`config.mk`:
```
export PLATFORM = sky130hd
export DESIGN_NAME = i2c_bus_monitor
export DESIGN_NICKNAME = d
export VERILOG_FILES = /design/src/rtl/i2c_bus_monitor.sv
export SDC_FILE = /design/constraint.sdc
export NUM_CORES = 1
export LEC_CHECK = 0
export ABC_AREA = 1
export CORE_ASPECT_RATIO = 0.75
export CORE_MARGIN = 4
export CORE_UTILIZATION = 55
export DETAILED_ROUTE_END_ITERATION = 8
export PLACE_DENSITY = 0.77
export SETUP_SLACK_MARGIN = 0.2
export SLEW_MARGIN = 20
export SYNTH_ARGS = -nofsm -noshare
export SYNTH_HDL_FRONTEND = slang
export SYNTH_SLANG_ARGS = --single-unit
export TNS_END_PERCENT = 30
```
`constraint.sdc`:
```
create_clock -name clk -period 2.45 [get_ports clk]
set_input_delay 0.49 -clock clk [delete_from_list [all_inputs] [get_ports clk]]
set_output_delay 0.49 -clock clk [all_outputs]
set_load 0.01 [all_outputs]
```
`src/rtl/i2c_bus_monitor.sv`:
```
// i2c_bus_monitor: single-clock I2C bus condition detector.
// Oversamples raw SCL/SDA through synchronisers and a glitch filter, then
// emits one-cycle START / repeated-START / STOP / SCL-edge pulses, tracks
// bus ownership and flags an SCL-low timeout while the bus is busy.
// Ports:
//   clk, rst          system clock, async active-high reset
//   scl_in, sda_in    raw asynchronous pad inputs
//   scl_f, sda_f      filtered lines
//   scl_rise/scl_fall filtered SCL edge pulses
//   start/rstart/stop bus condition pulses
//   bus_busy          level, high from START until STOP or timeout
//   timeout           pulse when SCL has been low too long while busy
module i2c_bus_monitor #(
    parameter int unsigned SYNC_STAGES    = 2,
    parameter int unsigned FILTER_CYCLES  = 4,
    parameter int unsigned TIMEOUT_CYCLES = 1000
) (
    input  logic clk,
    input  logic rst,
    input  logic scl_in,
    input  logic sda_in,
    output logic scl_f,
    output logic sda_f,
    output logic scl_rise,
    output logic scl_fall,
    output logic start,
    output logic rstart,
    output logic stop,
    output logic bus_busy,
    output logic timeout
);

    localparam int unsigned FCW = $clog2(FILTER_CYCLES + 1);
    localparam int unsigned TCW = $clog2(TIMEOUT_CYCLES);
    localparam logic [FCW-1:0] FILT_LAST = FCW'(FILTER_CYCLES - 1);
    localparam logic [TCW-1:0] TO_LAST   = TCW'(TIMEOUT_CYCLES - 1);

    localparam logic ST_IDLE = 1'b0;
    localparam logic ST_BUSY = 1'b1;

    logic [SYNC_STAGES-1:0] scl_sync_q, scl_sync_d;
    logic [SYNC_STAGES-1:0] sda_sync_q, sda_sync_d;
    logic [FCW-1:0]         scl_cnt_q, scl_cnt_d;
    logic [FCW-1:0]         sda_cnt_q, sda_cnt_d;
    logic                   scl_f_q, scl_f_d;
    logic                   sda_f_q, sda_f_d;
    logic                   scl_p_q, scl_p_d;
    logic                   sda_p_q, sda_p_d;
    logic                   scl_rise_q, scl_rise_d;
    logic                   scl_fall_q, scl_fall_d;
    logic                   start_q, start_d;
    logic                   rstart_q, rstart_d;
    logic                   stop_q, stop_d;
    logic                   timeout_q, timeout_d;
    logic                   state_q, state_d;
    logic [TCW-1:0]         tcnt_q, tcnt_d;

    logic scl_s;
    logic sda_s;
    logic start_cond;
    logic stop_cond;

    // State registers; line-related flops reset to the idle-bus level (1).
    always_ff @(posedge clk or posedge rst) begin
        if (rst) begin
            scl_sync_q <= '1;
            sda_sync_q <= '1;
            scl_cnt_q  <= '0;
            sda_cnt_q  <= '0;
            scl_f_q    <= 1'b1;
            sda_f_q    <= 1'b1;
            scl_p_q    <= 1'b1;
            sda_p_q    <= 1'b1;
            scl_rise_q <= 1'b0;
            scl_fall_q <= 1'b0;
            start_q    <= 1'b0;
            rstart_q   <= 1'b0;
            stop_q     <= 1'b0;
            timeout_q  <= 1'b0;
            state_q    <= ST_IDLE;
            tcnt_q     <= '0;
        end else begin
            scl_sync_q <= scl_sync_d;
            sda_sync_q <= sda_sync_d;
            scl_cnt_q  <= scl_cnt_d;
            sda_cnt_q  <= sda_cnt_d;
            scl_f_q    <= scl_f_d;
            sda_f_q    <= sda_f_d;
            scl_p_q    <= scl_p_d;
            sda_p_q    <= sda_p_d;
            scl_rise_q <= scl_rise_d;
            scl_fall_q <= scl_fall_d;
            start_q    <= start_d;
            rstart_q   <= rstart_d;
            stop_q     <= stop_d;
            timeout_q  <= timeout_d;
            state_q    <= state_d;
            tcnt_q     <= tcnt_d;
        end
    end

    assign scl_s = scl_sync_q[SYNC_STAGES-1];
    assign sda_s = sda_sync_q[SYNC_STAGES-1];

    // Sync chains, glitch filters, condition decode and bus-state FSM.
    always_comb begin
        scl_sync_d = {scl_sync_q[SYNC_STAGES-2:0], scl_in};
        sda_sync_d = {sda_sync_q[SYNC_STAGES-2:0], sda_in};

        // Filter: toggle only after FILTER_CYCLES consecutive differing samples.
        scl_cnt_d = '0;
        scl_f_d   = scl_f_q;
        if (scl_s != scl_f_q) begin
            if (scl_cnt_q == FILT_LAST) begin
                scl_f_d = ~scl_f_q;
            end else begin
                scl_cnt_d = scl_cnt_q + FCW'(1);
            end
        end

        sda_cnt_d = '0;
        sda_f_d   = sda_f_q;
        if (sda_s != sda_f_q) begin
            if (sda_cnt_q == FILT_LAST) begin
                sda_f_d = ~sda_f_q;
            end else begin
                sda_cnt_d = sda_cnt_q + FCW'(1);
            end
        end

        scl_p_d    = scl_f_q;
        sda_p_d    = sda_f_q;
        scl_rise_d = ~scl_p_q & scl_f_q;
        scl_fall_d = scl_p_q & ~scl_f_q;

        // Requiring SCL high on both samples suppresses conditions when SCL moves too.
        start_cond = scl_p_q & scl_f_q & sda_p_q & ~sda_f_q;
        stop_cond  = scl_p_q & scl_f_q & ~sda_p_q & sda_f_q;

        state_d   = state_q;
        start_d   = 1'b0;
        rstart_d  = 1'b0;
        stop_d    = 1'b0;
        timeout_d = 1'b0;
        tcnt_d    = '0;

        // START/STOP take priority over timeout expiry.
        if (start_cond) begin
            if (state_q == ST_IDLE) begin
                start_d = 1'b1;
            end else begin
                rstart_d = 1'b1;
            end
            state_d = ST_BUSY;
        end else if (stop_cond) begin
            stop_d  = 1'b1;
            state_d = ST_IDLE;
        end else if (state_q == ST_BUSY && !scl_f_q) begin
            if (tcnt_q == TO_LAST) begin
                timeout_d = 1'b1;
                state_d   = ST_IDLE;
                tcnt_d    = tcnt_q;
            end else begin
                tcnt_d = tcnt_q + TCW'(1);
            end
        end
    end

    assign scl_f    = scl_f_q;
    assign sda_f    = sda_f_q;
    assign scl_rise = scl_rise_q;
    assign scl_fall = scl_fall_q;
    assign start    = start_q;
    assign rstart   = rstart_q;
    assign stop     = stop_q;
    assign bus_busy = state_q;
    assign timeout  = timeout_q;

endmodule

```
After elaboration in Yosys (flattened, before gate mapping)

Cells that the tools add are included.

Flip-flop bits (word level): 31
Bits in latches: 0
Memory bits (writable): 0
ROM bits: 0
Output and inout port bits: 9
Logic and storage cells: 65
Memories kept: 0

Add/subtract/negate cells: 3
Multipliers: 0
Div/mod/pow operators: 0
$lt $le $gt $ge: 0
Equality and inequality tests: 6
Shift-type cells: 0
Muxes and demuxes: 22
Bitwise logic cells: 11
Reduce and logical (&&, ||, !) cells: 7

Operator list:

| cell                                                                   | count |
|---|---|
| 10-bit two-way mux                                                     | 4 |
| 1-bit two-way mux                                                      | 14 |
| 3-bit two-way mux                                                      | 4 |
| 10-bit by 1-bit adder with 10-bit output (second input constant)       | 1 |
| 10-bit equality test (second input constant)                           | 1 |
| 1-bit bitwise AND                                                      | 7 |
| 3-bit by 1-bit adder with 3-bit output (second input constant)         | 2 |
| 3-bit by 2-bit equality test with 1-bit output (second input constant) | 2 |
| 2-bit AND reduction                                                    | 3 |
| 3-bit nonzero test                                                     | 2 |
| 4-bit inequality test (second input constant)                          | 1 |
| 1-bit NOT                                                              | 4 |
| 1-bit inequality test                                                  | 2 |
| 1-bit logical AND                                                      | 1 |
| 1-bit logical NOT                                                      | 1 |

Longest topological paths before layout

Depth in word-level cells: 5
Gate-level depth with buffers: 7

Worst setup path before layout

OpenSTA, ideal clock, no wires.

Path kind: reg2reg
Start: register scl_f_q, in the netlist scl_f
End: register timeout_q, in the netlist timeout
Arrival time: 1.071 ns
Required time: 2.332 ns
Path slack: 1.261 ns
Cell stages (with the launch flop): 6
Clock period less this slack: 1.189 ns
Path through: dfstp_2 > buf_4 > nand2_1 > nor3_2 > nor2_1 > nor2b_1

Longest elaborated chain between the ends: 5

Ends and longest elaborated chain:

| item                                                   | line          | RTL |
|---|---|---|
| from (decl)                                            | 45            | `logic scl_f_q, scl_f_d;` |
| from (signal assigned)                                 | 87            | `scl_f_q <= scl_f_d;` |
| 1-bit bitwise AND or 1-bit logical NOT (tied branches) | 137, 138, 158 |  |
| 1-bit bitwise AND or 1-bit logical AND (tied branches) | 138, 158      |  |
| 1-bit bitwise AND or 1-bit two-way mux (tied branches) | 138, 158      |  |
| 1-bit two-way mux                                      | 155           | `end else if (stop_cond) begin` |
| 1-bit two-way mux (*)                                  | 148           | `if (start_cond) begin` |
| net timeout_d                                          | 54            | `logic timeout_q, timeout_d;` |
| to (signal assigned)                                   | 96            | `timeout_q <= timeout_d;` |
| to (decl)                                              | 54            |  |

The timed path passes the listed nets; every way through them passes the cells marked *.
A chain may end at the register's enable or synchronous reset.

Final worst setup path

Start: register scl_f_q, in the netlist scl_f
End: output scl_f

RTL lines:

| item      | line | RTL |
|---|---|---|
| to (decl) | 22   | `output logic scl_f,` |

No word-level cell between the ends.

==> flow_metrics.py <==
metrics = {
    "synth": {
        "syn-instance-count": 132,
        "synth_area_per_cell_um2": 9.96,
        "synth.ff_latch_count": 31,
        "synth_nets": 139,
        "synth_area_um2": 1320,
        "yosys_warnings": 0,
        "seq_area_frac_synth_pct": 59.8,
        "synth_cell_types": 24,
    },
    "route": {
        "drtIter0Drc": 37,
        "wl_per_cell_um": 10.8,
        "drc_errors": 0,
        "routed_wl_mm": 2.01,
        "antenna_left": 0,
        "routed-via-count": 892,
        "dr.pass1.iters": 4,
        "via_per_inst": 4.80,
    },
    "global_route": {
        "grtUsageTotal_pct": 15.8,
        "gr-total-overflow": 0,
        "grt_pass1_wl_mm": 3.84,
        "antenna_found_initial": 0,
        "grt_pass1_vias": 867,
        "grt_max_degree": 32,
    },
    "placed_design": {
        "gp_congestion": 0.762,
        "dp_hpwl_mm": 1.47,
        "dp.cells": 178,
        "io_buffers": 12,
    },
    "pwr": {
        "p_leak_nw": 0.722,
        "p_total_mw": 1.54,
        "powerDensity_nw_per_um2": 987,
        "vdd_drop_max_uv": 576,
    },
    "clocking": {
        "cts.sinks": 31,
        "cts_buffer_depth": 2,
        "cts_resized": 0,
        "cts_tree": "built",
        "hold_buffers": 0,
        "insertion_delay_ps": 320,
        "cts_root_buffer": "clkbuf_4",
        "htreeDepth": 2,
        "cts_buffers": 5,
        "post_cts_buffers": 0,
        "clk_pin_slew_ps": 90,
    },
    "finish": {
        "layoutNonFillerInstCount": 186,
        "area_delta_synth_final_pct": 18.9,
        "drive_gt1_share_pct": 18.4,
        "diodes": 0,
        "nets": 158,
        "final_common_cell": "nand2_1",
        "num-fill-cells": 195,
        "final_cell_mix": "24 x nand2_1, 23 x dfrtp_1, 20 x nor2_1",
    },
    "setup_path": {
        "worstPathMaxFanout": 8,
        "crit_required_ps": 1960,
        "cp_cell_sequence": "clkdlybuf4s50_1",
        "worst_setup_path_start_kind": "register",
        "crit_start": "scl_f$_DFFE_PP1P_",
        "cp_top_family": "flip-flops",
        "max_stage_delay_ps": 670,
        "path_class": "register to primary output",
        "r2r_start": "tcnt_q[0]$_DFFE_PP0P_",
        "worst-r2r-setup-slack_ps": 1150,
        "crit_path_top_delay_cell": "dfstp_2",
        "crit_path_end_kind": "primary output",
        "arrival_ps": 1560,
        "worst-path-buf-inv": 1,
    },
    "worst_hold_path": {
        "min_path_type": "register to register",
        "min_from": "scl_sync_q[0]$_DFF_PP1_",
    },
    "sta": {
        "post-route-period-util_pct": 83.6,
        "clock.fmax_mhz": 488,
        "max_slew_margin_pct": 75.0,
        "finalHoldViolCount": 0,
        "period_minus_slack_ps": 2050,
        "worst_slew_pin_slew_ps": 374,
        "finClkSkew_ps": 4.55,
        "slew_violations": 0,
        "tns_ps": 0,
        "setup_viol": 0,
        "rsz0062_at_grt": "false",
    },
    "die": {
        "chipHeight_um": 50.3,
        "fp.dieW_um": 64.5,
        "io_pins": 13,
        "dieArea_um2": 3250,
        "rows": 15,
        "initial_core_util_pct": 57.4,
        "coreArea_um2": 2290,
    },
    "status": {
        "status": "finished, final reports clean",
    },
    "job": {
        "maxCapViolations": 0,
    },
}
-- flip-flops by register name, summed over array words and instances (netlist names) --
name / flops
bus_busy: 1
rstart: 1
scl_cnt_q: 3
scl_f: 1
scl_fall: 1
scl_p_q: 1
scl_rise: 1
scl_sync_q: 2
sda_cnt_q: 3
sda_f: 1
sda_p_q: 1
sda_sync_q: 2
start: 1
stop: 1
tcnt_q: 10
timeout: 1
-- cells in the mapped netlist --
cell type | count | share of area (%)
a21oi_1 | 4 | 1.5
buf_4 | 1 | 0.57
dfrtp_1 | 23 | 44
dfstp_2 | 8 | 16
ha_1 | 3 | 2.9
inv_1 | 17 | 4.9
nand2_1 | 24 | 6.9
nand2_2 | 4 | 1.9
nand3_1 | 4 | 1.5
nand3_2 | 1 | 0.76
nand3b_1 | 1 | 0.57
nand4_1 | 3 | 1.4
nor2_1 | 20 | 5.7
nor2_2 | 2 | 0.95
nor2_4 | 2 | 1.7
nor2_8 | 1 | 1.5
nor2b_1 | 1 | 0.48
nor3_1 | 3 | 1.1
nor3_2 | 1 | 0.76
nor3b_1 | 2 | 1.1
o21ai_0 | 2 | 0.76
o21bai_1 | 1 | 0.57
xnor2_1 | 3 | 2.0
xor2_1 | 1 | 0.67
-- path summary, 6_finish.rpt --
check | endpoint | cells after the start
worst min-delay path | scl_sync_q[1]$_DFF_PP1_ | 0
worst max-delay path | scl_f | 1
worst min register to register | scl_sync_q[1]$_DFF_PP1_ | 0
max in group asynchronous | sda_sync_q[0]$_DFF_PP1_ | 3
worst max register to register | tcnt_q[0]$_DFFE_PP0P_ | 6
min in group asynchronous | tcnt_q[5]$_DFFE_PP0P_ | 3
-- cells by family (layout without fill, tap and decap cells) --
family	after synthesis	after routing	synth area share, %
compound gates	7	7	2.85
xor+xnor	4	4	2.66
fa+ha+maj	3	3	2.85
buf+inv	18	38	5.42
flops	31	31	59.8
simple gates	69	69	26.5
-- final cells by class --
class / count / area, um2 / share of cell area, %
well taps: 34 / 42.5 / 2.72
clock inverters: 2 / 35.0 / 2.24
flip-flops and latches: 31 / 786 / 50.2
inverters: 17 / 63.8 / 4.08
clock buffers: 6 / 51.3 / 3.28
repair buffers: 13 / 128 / 8.16
multi-input cells: 83 / 458 / 29.3
-- per-layer routing --
metal	part of all wire, %	track usage [%]	vias to the layer above	routed length (um)
met5	0	0	-	0
met4	2.0	7.72	0	41
met3	5.5	5.37	7	110
met2	44	23.5	21	890
met1	48	20.9	415	964
li1	-	-	449	-
-- power by group --
group / total (mW) / switching (mW) / internal (mW)
clock network: 0.406 / 0.165 / 0.241
logic: 0.399 / 0.206 / 0.193
registers: 0.738 / 0.0888 / 0.650
total: 1.54 / 0.460 / 1.08
-- through the flow --
step / utilization (%) / area [um2] / worst slack, ps / hold slack [ps]
global placement: 64.5 / 1480 / 749 / 347
floorplan: - / 1320 / 1260 / 345
detailed placement: 64.5 / 1480 / 745 / 351
global route: 68.3 / 1560 / 335 / 368
finish: 68.3 / 1560 / 401 / 360
CTS: 68.3 / 1560 / 375 / 364
No activity file was read; power rests on OpenSTA's default activity.
